**config.mk**
```make
export PLATFORM = sky130hd
export DESIGN_NAME = display_scheduler
export DESIGN_NICKNAME = d
export VERILOG_FILES = /design/src/rtl/display_scheduler_pkg.sv /design/src/rtl/disp_rx_fifo.sv /design/src/rtl/display_scheduler.sv
export SDC_FILE = /design/constraint.sdc
export NUM_CORES = 1
export LEC_CHECK = 0
export CELL_PAD_IN_SITES_DETAIL_PLACEMENT = 1
export CELL_PAD_IN_SITES_GLOBAL_PLACEMENT = 2
export CORE_MARGIN = 3
export CORE_UTILIZATION = 37
export DETAILED_ROUTE_END_ITERATION = 8
export PLACE_DENSITY_LB_ADDON = 0.1
export SETUP_SLACK_MARGIN = 0.4
export SYNTH_ARGS = -nofsm -noshare
export SYNTH_HDL_FRONTEND = slang
export SYNTH_SLANG_ARGS = --single-unit
```
**constraint.sdc**
```tcl
create_clock -name src_clk -period 2.8 [get_ports src_clk]
set_input_delay 0.56 -clock src_clk [delete_from_list [all_inputs] [get_ports src_clk]]
set_output_delay 0.56 -clock src_clk [all_outputs]
set_load 0.03 [all_outputs]
```
**src/rtl/display_scheduler_pkg.sv**
```systemverilog
// Shared constants for the display scheduler: display driver modes, baud
// select codes, FSM state encodings, round-robin source indices and the
// round-robin helper functions.
package display_scheduler_pkg;

    // Display driver modes
    localparam logic BAUDRATE_MODE = 1'b0;
    localparam logic DATA_MODE     = 1'b1;

    // Baud select codes as seen on baud_sel (code 3 is passed through and blanked downstream)
    localparam logic [1:0] SEL_9600   = 2'd0;
    localparam logic [1:0] SEL_57600  = 2'd1;
    localparam logic [1:0] SEL_115200 = 2'd2;

    // FSM state encodings
    localparam logic [1:0] DSCH_IDLE = 2'd0;
    localparam logic [1:0] DSCH_BAUD = 2'd1;
    localparam logic [1:0] DSCH_TX   = 2'd2;
    localparam logic [1:0] DSCH_RX   = 2'd3;

    // Round-robin source indices (also bit positions in the pending vector)
    localparam logic [1:0] SRC_BAUD = 2'd0;
    localparam logic [1:0] SRC_TX   = 2'd1;
    localparam logic [1:0] SRC_RX   = 2'd2;

    // Source that follows src in the BAUD -> TX -> RX -> BAUD ring
    function automatic logic [1:0] rr_next(input logic [1:0] src);
        logic [1:0] nxt;
        case (src)
            SRC_BAUD: nxt = SRC_TX;
            SRC_TX:   nxt = SRC_RX;
            default:  nxt = SRC_BAUD;
        endcase
        return nxt;
    endfunction

    // First pending source at or after ptr; bit 2 = found, bits 1:0 = source
    function automatic logic [2:0] rr_pick(input logic [1:0] ptr, input logic [2:0] pend);
        logic [1:0] idx;
        logic [2:0] res;
        res = 3'b000;
        idx = ptr;
        for (int k = 0; k < 3; k++) begin
            if (!res[2] && pend[idx]) begin
                res = {1'b1, idx};
            end else begin
                res = res;
            end
            idx = rr_next(idx);
        end
        return res;
    endfunction

endpackage

```
**src/rtl/disp_rx_fifo.sv**
```systemverilog
// Small synchronous FIFO holding received bytes waiting for display time.
// Only built when DISP_RX_FIFO_EN is defined. The caller gates push so
// that a push into a full FIFO only happens together with a pop.
`ifdef DISP_RX_FIFO_EN
module disp_rx_fifo #(
    parameter int DEPTH = 4,
    parameter int W     = 8
) (
    input  logic         src_clk,
    input  logic         rst_n,
    input  logic         push,
    input  logic [W-1:0] wr_data,
    input  logic         pop,
    output logic [W-1:0] rd_data,
    output logic         full,
    output logic         empty
);
    localparam int AW = $clog2(DEPTH);
    localparam int CW = AW + 1;

    logic [W-1:0]  mem_r [DEPTH];
    logic [AW-1:0] wr_ptr_r;
    logic [AW-1:0] rd_ptr_r;
    logic [CW-1:0] count_r;
    logic          wr_en_s;
    logic          rd_en_s;

    assign full    = (count_r == CW'(DEPTH));
    assign empty   = (count_r == {CW{1'b0}});
    assign rd_data = mem_r[rd_ptr_r];
    assign rd_en_s = pop && !empty;
    assign wr_en_s = push && (!full || rd_en_s);

    // Storage, pointers and occupancy count
    always_ff @(posedge src_clk or negedge rst_n) begin
        if (!rst_n) begin
            for (int i = 0; i < DEPTH; i++) begin
                mem_r[i] <= {W{1'b0}};
            end
            wr_ptr_r <= {AW{1'b0}};
            rd_ptr_r <= {AW{1'b0}};
            count_r  <= {CW{1'b0}};
        end else begin
            if (wr_en_s) begin
                mem_r[wr_ptr_r] <= wr_data;
                wr_ptr_r        <= wr_ptr_r + AW'(1);
            end
            if (rd_en_s) begin
                rd_ptr_r <= rd_ptr_r + AW'(1);
            end
            case ({wr_en_s, rd_en_s})
                2'b10:   count_r <= count_r + CW'(1);
                2'b01:   count_r <= count_r - CW'(1);
                default: count_r <= count_r;
            endcase
        end
    end

endmodule
`endif

```
**src/rtl/display_scheduler.sv**
```systemverilog
// Shares one 7-digit BCD display between the baud selection, TX bytes and
// RX bytes. Requests are latched, served round-robin and each shown for
// HOLD_CYCLES cycles; with nothing pending the current baud selection is
// shown. Build option DISP_RX_FIFO_EN replaces the single RX slot with a
// FIFO_DEPTH-entry queue (disp_rx_fifo).
module display_scheduler
    import display_scheduler_pkg::*;
#(
    parameter int HOLD_CYCLES = 50_000_000,
    parameter int CNT_W       = 26
`ifdef DISP_RX_FIFO_EN
    ,
    parameter int FIFO_DEPTH  = 4
`endif
) (
    input  logic       src_clk,
    input  logic       rst_n,
    input  logic [1:0] baud_sel,
    input  logic       tx_vld,
    input  logic [7:0] tx_data,
    input  logic       rx_vld,
    input  logic [7:0] rx_data,
    output logic       disp_mode,
    output logic [7:0] disp_msg,
    output logic       busy,
    output logic       drop
);

    logic [1:0]       state_r;
    logic [1:0]       state_nxt_s;
    logic [CNT_W-1:0] cnt_r;
    logic [1:0]       baud_q_r;
    logic             baud_init_r;
    logic             pend_baud_r;
    logic             pend_tx_r;
    logic [7:0]       tx_slot_r;
    // Next source to try first; starts at BAUD and moves past each grant
    logic [1:0]       rr_ptr_r;
    logic             disp_mode_r;
    logic [7:0]       disp_msg_r;
    logic             busy_r;
    logic             drop_r;

    logic             baud_chg_s;
    logic             hold_done_s;
    logic             arb_en_s;
    logic [2:0]       pick_s;
    logic             grant_vld_s;
    logic [1:0]       grant_src_s;
    logic             grant_baud_s;
    logic             grant_tx_s;
    logic             grant_rx_s;
    logic             drop_tx_s;
    logic             drop_rx_s;
    logic             pend_rx_s;
    logic [7:0]       rx_head_s;

    // The first edge after reset only seeds baud_q, so it never raises a request
    assign baud_chg_s = baud_init_r && (baud_sel != baud_q_r);
    // A vld that lands in the slot's consume cycle is not a loss
    assign drop_tx_s  = tx_vld && pend_tx_r && !grant_tx_s;

`ifdef DISP_RX_FIFO_EN
    logic fifo_full_s;
    logic fifo_empty_s;

    disp_rx_fifo #(
        .DEPTH (FIFO_DEPTH),
        .W     (8)
    ) u_rx_fifo (
        .src_clk (src_clk),
        .rst_n   (rst_n),
        .push    (rx_vld && (!fifo_full_s || grant_rx_s)),
        .wr_data (rx_data),
        .pop     (grant_rx_s),
        .rd_data (rx_head_s),
        .full    (fifo_full_s),
        .empty   (fifo_empty_s)
    );

    assign pend_rx_s = !fifo_empty_s;
    assign drop_rx_s = rx_vld && fifo_full_s && !grant_rx_s;
`else
    logic       pend_rx_r;
    logic [7:0] rx_slot_r;

    // Single RX slot: a new byte overwrites any byte still waiting
    always_ff @(posedge src_clk or negedge rst_n) begin
        if (!rst_n) begin
            pend_rx_r <= 1'b0;
            rx_slot_r <= 8'h00;
        end else begin
            pend_rx_r <= (pend_rx_r && !grant_rx_s) || rx_vld;
            if (rx_vld) begin
                rx_slot_r <= rx_data;
            end
        end
    end

    assign pend_rx_s = pend_rx_r;
    assign rx_head_s = rx_slot_r;
    assign drop_rx_s = rx_vld && pend_rx_r && !grant_rx_s;
`endif

    // Arbitration and next-state: grant from IDLE or at the end of a hold
    always_comb begin
        hold_done_s  = (state_r != DSCH_IDLE) && (cnt_r == CNT_W'(HOLD_CYCLES - 1));
        arb_en_s     = (state_r == DSCH_IDLE) || hold_done_s;
        pick_s       = rr_pick(rr_ptr_r, {pend_rx_s, pend_tx_r, pend_baud_r});
        grant_vld_s  = arb_en_s && pick_s[2];
        grant_src_s  = pick_s[1:0];
        grant_baud_s = grant_vld_s && (grant_src_s == SRC_BAUD);
        grant_tx_s   = grant_vld_s && (grant_src_s == SRC_TX);
        grant_rx_s   = grant_vld_s && (grant_src_s == SRC_RX);
        state_nxt_s  = state_r;
        if (grant_vld_s) begin
            case (grant_src_s)
                SRC_BAUD: state_nxt_s = DSCH_BAUD;
                SRC_TX:   state_nxt_s = DSCH_TX;
                SRC_RX:   state_nxt_s = DSCH_RX;
                default:  state_nxt_s = DSCH_IDLE;
            endcase
        end else if (hold_done_s) begin
            state_nxt_s = DSCH_IDLE;
        end else begin
            state_nxt_s = state_r;
        end
    end

    // Request capture, FSM state, hold counter and round-robin pointer
    always_ff @(posedge src_clk or negedge rst_n) begin
        if (!rst_n) begin
            state_r     <= DSCH_IDLE;
            cnt_r       <= {CNT_W{1'b0}};
            baud_q_r    <= 2'b00;
            baud_init_r <= 1'b0;
            pend_baud_r <= 1'b0;
            pend_tx_r   <= 1'b0;
            tx_slot_r   <= 8'h00;
            rr_ptr_r    <= SRC_BAUD;
        end else begin
            baud_init_r <= 1'b1;
            baud_q_r    <= baud_sel;
            pend_baud_r <= (pend_baud_r && !grant_baud_s) || baud_chg_s;
            pend_tx_r   <= (pend_tx_r && !grant_tx_s) || tx_vld;
            if (tx_vld) begin
                tx_slot_r <= tx_data;
            end
            state_r <= state_nxt_s;
            if (grant_vld_s) begin
                cnt_r    <= {CNT_W{1'b0}};
                rr_ptr_r <= rr_next(grant_src_s);
            end else if (state_r != DSCH_IDLE) begin
                cnt_r <= cnt_r + CNT_W'(1);
            end else begin
                cnt_r <= {CNT_W{1'b0}};
            end
        end
    end

    // Registered display outputs, computed from the state being entered
    always_ff @(posedge src_clk or negedge rst_n) begin
        if (!rst_n) begin
            disp_mode_r <= BAUDRATE_MODE;
            disp_msg_r  <= 8'h00;
            busy_r      <= 1'b0;
            drop_r      <= 1'b0;
        end else begin
            busy_r <= (state_nxt_s != DSCH_IDLE);
            drop_r <= drop_tx_s || drop_rx_s;
            case (state_nxt_s)
                DSCH_TX: begin
                    disp_mode_r <= DATA_MODE;
                    disp_msg_r  <= grant_tx_s ? tx_slot_r : disp_msg_r;
                end
                DSCH_RX: begin
                    disp_mode_r <= DATA_MODE;
                    disp_msg_r  <= grant_rx_s ? rx_head_s : disp_msg_r;
                end
                default: begin
                    // IDLE and SHOW_BAUD both track the freshly sampled selection
                    disp_mode_r <= BAUDRATE_MODE;
                    disp_msg_r  <= {6'b000000, baud_sel};
                end
            endcase
        end
    end

    assign disp_mode = disp_mode_r;
    assign disp_msg  = disp_msg_r;
    assign busy      = busy_r;
    assign drop      = drop_r;

endmodule

```
* Yosys cells after proc, flatten, opt, wreduce, memory -nomap -nowiden
Index checks and enable logic that the tools add are counted.
Word-level totals: register bits after elaboration 63, input port bits 22
Operators by class: order comparisons 3, $add $sub $neg 1, multiplexer cells 21, eq/ne operators 10, reduce and logical (&&, ||, !) cells 33
Operator list (number):
- two-way mux 26 bit | 2
- adder 26 x 1 -> 26 bit, second input constant | 1
- == test 26 bit, second input constant | 1
- two-way mux 8 bit | 2
- case mux 8 bit (2 select lines) | 1
- logical AND 1 bit | 15
- case mux 2 bit (2 select lines) | 3
- < comparator 2 x 3 -> 1 bit, second input constant | 3
- two-way mux 3 bit | 3
- zero test 2 bit | 4
- binary-select mux 1 bit (select 2 bit) | 3
- == test 2 x 1 -> 1 bit, second input constant | 3
- == test 2 bit, second input constant | 3
- case mux 2 bit (3 select lines) | 1
- zero test 1 bit | 5
- logical OR 1 bit | 5
- two-way mux 1 bit | 4
- two-way mux 2 bit | 2
- != test 2 bit, second input constant | 2
- nonzero test 2 bit | 2
- != test 2 bit | 1
- AND reduction 2 bit | 1
- OR reduction 2 bit | 1

* Logic depth before layout (Yosys ltp)
Gate-level depths: netlist of the first run.
depth after elaboration 15, gate-level depth with buffers 10, depth with buffers taken out 8

* Least setup slack after synthesis of the first run
No wires, ideal clock.
kind reg-to-reg, start point register cnt_r[7], end point register disp_msg_r[0], in the netlist disp_msg[0], cell stages (with the launch flop) 9, slack 0.693 ns, required time 2.714 ns, period minus slack after synthesis 2.107 ns, data arrival time 2.022 ns, library setup time 0.086 ns, cells stage by stage dfrtp_1 > nor4b_2 > nand4_2 > o21a_2 > o211a_1 > buf_6 > or2_1 > buf_6 > o221ai_2
Between the ends: word-level cells in the longest chain between the ends 8, elaborated cells on any way between the ends 14
Ends and longest elaborated chain:
- start: declaration | line display_scheduler.sv:31 | logic [CNT_W-1:0] cnt_r;
- start signal: assignment | line display_scheduler.sv:134 | cnt_r <= {CNT_W{1'b0}};
- start signal: assignment | line display_scheduler.sv:151 | cnt_r <= {CNT_W{1'b0}};
- start signal: assignment | line display_scheduler.sv:154 | cnt_r <= cnt_r + CNT_W'(1);
- == test 26 bit * | line display_scheduler.sv:107 | hold_done_s = (state_r != DSCH_IDLE) && (cnt_r == CNT_W'(HOLD_CYCLES - 1));
- logical AND 1 bit * | line display_scheduler.sv:107
- logical OR 1 bit | line display_scheduler.sv:108 | arb_en_s = (state_r == DSCH_IDLE) || hold_done_s;
- logical AND 1 bit | line display_scheduler.sv:110 | grant_vld_s = arb_en_s && pick_s[2];
- two-way mux 2 bit | line display_scheduler.sv:116 | if (grant_vld_s) begin
- == test 2 bit | line display_scheduler.sv:171 | case (state_nxt_s)
- != test 2 bit (no line)
- AND reduction 2 bit (no line)
- end signal: assignment | line display_scheduler.sv:174 | disp_msg_r <= grant_tx_s ? tx_slot_r : disp_msg_r;
- end signal: assignment | line display_scheduler.sv:178 | disp_msg_r <= grant_rx_s ? rx_head_s : disp_msg_r;
- end signal: assignment | line display_scheduler.sv:183 | disp_msg_r <= {6'b000000, baud_sel};
- end: declaration | line display_scheduler.sv:40 | logic [7:0] disp_msg_r;
Every way passes the cells marked *; elsewhere a longest branch is shown, timed or not. A chain may end at the register's enable or synchronous reset.

* Worst setup path in the final report of the first run
Same ends and word-level chain as after synthesis.

==> results.md, run 1 <==
- Flop and latch count out of synthesis: 63
- Final worst setup slack: 566 ps
- Register Area: 0.00158 mm²
- TritonCTS clock tree: done
- H-tree levels: 3
- Clock Latency Late Sink: 350 ps
- Critical path arrival: 2450 ps
- Mapped cell area: 0.00299 mm²
- P per Cell Area: 532 mW/mm²
- Initial Util: 38.5%
- Register area share after synthesis: 52.8%
- Worst Tran Pin Value: 652 ps
- Number of cells on the worst reg-to-reg path: 7
- Row count: 32
- Worst R2R Setup Slack: 570 ps
- Post-route ant nets: 0
- # Max-Cap Violations: 0
- CP Launch Type: register
- Worst path bufs/invs: 1
- Minimum clock period: 2230 ps
- Status: finished, final reports clean
- Die Ht: 95.9 µm
- Fill cell count: 852
- Post-route clock period utilization: 79.8%
- CP Capture Type: register
- Vias after detailed routing: 2080
- Final core utilization: 47.4%
- Vias in the first global route: 2196
- Final setup viols: 0
- DR DRC count: 0
- Max Fclk: 448 MHz
- 1st-iter DRT viols: 74
- Clock buffer depth: 2
- CP max FO: 8
- EDFF count, synth: 0
- CP Cell Sequence: nor4b_4 -> nand4_2 -> o21a_4 -> o211a_1 -> buf_4 -> o221ai_1 -> o221ai_2
- Setup Skew: 11.6 ps
- I/O pins: 33
- HP Class: in2async
- Final TNS setup: 0 ps
- Synth cell types: 48
- Grt total ovfl: 0
- Share of layout cells above drive strength 1: 19.0%
- Max Slew Vio Count: 0
- Full die area: 0.00919 mm²
- Design Power: 0.00196 W
- Register clock-pin slew on the reported worst setup and hold paths: 80 ps
- Ys flop type: dfrtp_1
- First-pass GRT wire length: 11.2 mm
- FF-to-FF End: disp_msg[0]
- Slew headroom: 56.1%
- Cell family with most CP delay: compound AO/OA/AOI/OAI gates
- Syn nets: 290
- Initial antenna violation count: 0
- Async SR Flop Fraction: 100%
- Multi-input gate area: 0.00136 mm²
- Postcts setup bufs: 0
- Pre-CTS WS: 301 ps
- Clk Tree Root Cell: clkbuf_8
- HPWL Detailed: 4.60 mm
- Post-Syn Instances: 264
- Clock sink total: 63
- CP peak stage delay: 460 ps
- Largest net degree at the start of global routing: 64
- Chip Width: 95.9 µm
- Cts bufs inserted: 9
- RSZ-0062 raised after global routing: false
- Routed len/inst: 16.2 µm
- Global-route usage over all layers: 16.3%
- YS warnings: 0
- Nets: 331
- First-pass DRT Iterations: 4
- Core area: 0.00777 mm²
- GP Congestion: 0.725
- Final-report hold violation count: 0
- Area Growth Syn to Fin: 23.3%
- Final WL: 6.66 mm
- Number of port buffers: 32
- Critical path required time: 3010 ps
- Syn avg cell area: 11.3 µm²
- Via-per-instance ratio: 5.05
- RR Startpoint: cnt_r[7]
- VDD IR-drop max: 0.244 mV
- Max stage delay cell, worst path: dfrtp_1
- Critical path class: reg2reg
- Leakage power: 1.65 nW
- Antenna diodes: 0
[per-stage QoR]
stage | instance area (µm²) | hold slack (ps) | std cells
floorplan | 2990 | 264 | 264
global placement | 3440 | 444 | 396
detailed placement | 3440 | 461 | 396
CTS | 3650 | 226 | 412
global route | 3680 | 229 | 412
finish | 3680 | 215 | 412
[cell usage after synthesis (3+ instances only)]
| master | n | share of area (%) |
|---|---|---|
| dfrtp_1 | 63 | 53 |
| nor2_1 | 30 | 3.8 |
| nand2_1 | 21 | 2.6 |
| xor2_1 | 17 | 5.0 |
| mux2_2 | 16 | 6.0 |
| nand3_1 | 11 | 1.8 |
| inv_1 | 10 | 1.3 |
| xnor2_1 | 9 | 2.6 |
| a21oi_2 | 7 | 2.1 |
| o31ai_1 | 7 | 1.8 |
| mux2i_1 | 6 | 2.0 |
| nand4_1 | 6 | 1.3 |
| and4_1 | 4 | 1.2 |
| clkbuf_1 | 4 | 0.50 |
| ha_1 | 4 | 1.7 |
| o21ai_0 | 4 | 0.67 |
| and3_1 | 3 | 0.63 |
| o211a_1 | 3 | 1.0 |
| or2_2 | 3 | 0.63 |
[sequential cells by signal (all words and copies together) (netlist names)]
signal	cells
cnt_r	26
disp_msg	8
rx_head_s	8
tx_slot_r	8
baud_q_r	2
rr_ptr_r	2
state_r	2
baud_init_r	1
busy	1
disp_mode	1
drop	1
pend_baud_r	1
pend_rx_r	1
pend_tx_r	1
[logic make-up (layout without fill, tap and decap cells)]
family	count (synthesis)	after routing	synth area share, %
simple gates	91	91	15.7
other cells	1	1	0.126
xor+xnor	26	26	7.62
flops	63	63	52.8
mux	22	22	8.04
compound gates	39	39	11.2
buf+inv	18	64	2.93
fa+ha+maj	4	4	1.68
[timing repair]
item,CTS,global route
pin swaps,0,1
hold buffers,0,0
endpoints found under the setup margin,8,11
gates resized for setup,1,5
[routing by layer]
layer / global-route usage [%] / part of all wire, % / vias to the layer above
li1: - / - / 1009
met1: 22.5 / 49 / 1035
met2: 23.7 / 46 / 28
met3: 4.53 / 3.6 / 8
met4: 7.23 / 1.8 / 0
met5: 0 / 0 / -
[report_power, final]
part / total (W) / internal (W) / switching [W] / leakage, nW
clock: 0.000862 / 0.000498 / 0.000364 / 0.102
sequential: 0.000961 / 0.000942 / 0.0000190 / 0.778
combinational: 0.000136 / 0.0000729 / 0.0000635 / 0.772
[cell usage in the layout, fill, tap and decap left out, types with 7 or more instances in the layout]
master,count
mux2_2,16
clkdlybuf4s50_1,31
clkbuf_8,9
nor2_1,30
nand2_1,21
o31ai_1,7
dfrtp_1,63
nand3_1,11
xnor2_1,9
inv_1,10
xor2_1,17
[area by class of cell]
class | count | share of cell area (%)
flip-flops and latches | 63 | 42.8
clock buffers | 10 | 3.46
repair buffers | 38 | 10.1
clock inverters | 6 | 2.31
well taps | 102 | 3.46
inverters | 10 | 1.02
multi-input cells | 183 | 36.8
[worst max path at each step]
stage | to | from | depth (start not counted) | slack, ps
6_report | disp_msg[0] | cnt_r[7] | 7 | 570
5_1_grt | disp_msg[0] | cnt_r[0] | 8 | 410
4_1_cts | busy | cnt_r[0] | 7 | 430
3_5_place_dp | disp_msg[0] | cnt_r[0] | 7 | 300
3_3_place_gp | disp_msg[0] | cnt_r[0] | 7 | 390
2_1_floorplan | disp_msg[0] | cnt_r[7] | 8 | 690
No activity file was read; power rests on OpenSTA's default activity.
==> run 2: changes to the inputs <==
- clock period: 2.8 -> 2.08 ns (I/O delays scaled with it)
==> results.md, run 2 (synthesized netlist as in run 1, its figures left out) <==
- GP Congestion: 0.793
- Core area: 0.00777 mm²
- Most common cell after layout, fill and taps aside: dfrtp_1
- Design area: 0.00417 mm²
- RSZ-0062 raised after global routing: true
- Row count: 32
- Full die area: 0.00919 mm²
- Final-report hold violation count: 0
- Leakage power: 1.93 nW
- Status: complete, but fails checks
- Final core utilization: 53.7%
- Chip Width: 95.9 µm
- Routed len/inst: 16.3 µm
- Max Slew Vio Count: 0
- Critical path class: reg2reg
- Clock sink total: 63
- Failing checks: negative setup slack
- Vias after detailed routing: 2272
- HP Class: in2async
- Final Non-Filler Cells: 454
- CP Launch Type: register
- VDD IR-drop max: 0.332 mV
- Largest register by flop count: cnt_r
- Critical path arrival: 2360 ps
- Global-route usage over all layers: 17.0%
- Slew headroom: 63.1%
- TritonCTS clock tree: done
- Vias in the first global route: 2447
- Initial antenna violation count: 0
- Largest net degree at the start of global routing: 42
- Antenna diodes: 0
- Share of layout cells above drive strength 1: 34.9%
- Clock buffer depth: 2
- Die Ht: 95.9 µm
- Worst Hold Slack: 413 ps
- Max FFs per register: 26
- Number of port buffers: 32
- Initial Util: 38.5%
- Final worst setup slack: -20.3 ps
- Via-per-instance ratio: 5.00
- DR DRC count: 0
- Setup Skew: 10.2 ps
- Nets: 373
- First-pass GRT wire length: 11.9 mm
- Area Growth Syn to Fin: 39.5%
- Pre-CTS WS: -78.5 ps
- HPWL Detailed: 5.14 mm
- 1st-iter DRT viols: 63
- CP Capture Type: register
- # placed instances: 434
- Worst Tran Pin Value: 550 ps
- Commonest cells after routing, fill and taps aside: 61 x dfrtp_1, 41 x buf_4, 30 x nor2_1, 20 x clkdlybuf4s50_1, 17 x xor2_1
- I/O pins: 33
- # Max-Cap Violations: 0
- H-tree levels: 3
- Placement Cell Area: 0.00380 mm²
- Clk Tree Root Cell: clkbuf_8
- Final setup viols: 7
- Fill cell count: 834
- Cts bufs inserted: 9
- Post-route ant nets: 0
- Max Fclk: 476 MHz
- First-pass DRT Iterations: 4
- Clock Latency Late Sink: 340 ps
- Register clock-pin slew on the reported worst setup and hold paths: 70 ps
- P per Cell Area: 607 mW/mm²
- CP max FO: 7
- Final WL: 7.40 mm
- Post-route clock period utilization: 101%
- Minimum clock period: 2100 ps
- Grt total ovfl: 0
- Critical path required time: 2340 ps
-- run 2: cell types whose count changed in the layout (fill, tap and decap cells not counted), sizes merged --
cell and change:
buf +41, clkdlybuf4s50 -11, dlygate4sd2 +11, clkbuf +2
clkinvlp -2, bufinv -1, clkinv +1, dlygate4sd3 +1
-- run 2: critical path, cell delays in order (launching register included) --
cell and delay, ps:
dfrtp_1 400, nor2b_1 150, o211ai_2 200, buf_6 170, inv_1 90, ha_1 230
and4_1 240, or2_1 260, buf_4 180, a21oi_2 120
-- run 2: path summary, 6_finish.rpt --
check,start,end,slack (ps),depth (start not counted)
worst max-delay path,rr_ptr_r[0],disp_msg[5],-20,9
worst min-delay path,rst_n,cnt_r[21],410,2
worst max register to register,rr_ptr_r[0],disp_msg[5],-20,9
worst min register to register,baud_init_r,pend_baud_r,480,1
max in group asynchronous,rst_n,pend_baud_r,1180,3
min in group src_clk,baud_init_r,pend_baud_r,480,1
-- run 2: cell type report --
| class | count | area (µm²) | share of cell area, % |
|---|---|---|---|
| well taps | 102 | 128 | 3.06 |
| repair buffers | 80 | 722 | 17.3 |
| inverters | 10 | 37.5 | 0.901 |
| multi-input cells | 183 | 1510 | 36.3 |
| clock inverters | 4 | 45.0 | 1.08 |
| flip-flops and latches | 63 | 1580 | 37.9 |
| clock buffers | 12 | 145 | 3.48 |
-- run 2: where the power goes --
part	internal (W)	switching, W
clock network	0.000581	0.000465
logic	0.000100	0.0000886
registers	0.00127	0.0000255
-- run 2: repair_timing --
| action | in CTS | in global routing |
|---|---|---|
| hold buffers | 1 | 0 |
| setup endpoints to repair | 53 | 44 |
| gates resized for setup | 25 | 19 |
| pin swaps | 4 | 1 |
| hold endpoints to repair | 1 | 0 |
| buffers inserted | 2 | 1 |
-- run 2: routing by layer --
metal / global-route usage, % / up-vias / share of wire, %
li1: - / 1093 / -
met4: 6.40 / 0 / 2.1
met3: 3.60 / 11 / 2.4
met2: 27.4 / 28 / 50
met1: 22.4 / 1140 / 46
met5: 0 / - / 0
-- run 2: metrics by stage --
stage | total power [W] | setup TNS [ps]
3_3_place_gp | 0.00150 | -25.9
5_1_grt | 0.00264 | -1020
3_5_place_dp | 0.00151 | -164
2_1_floorplan | 0.00140 | 0
4_1_cts | 0.00256 | -171
6_report | 0.00253 | -65.4
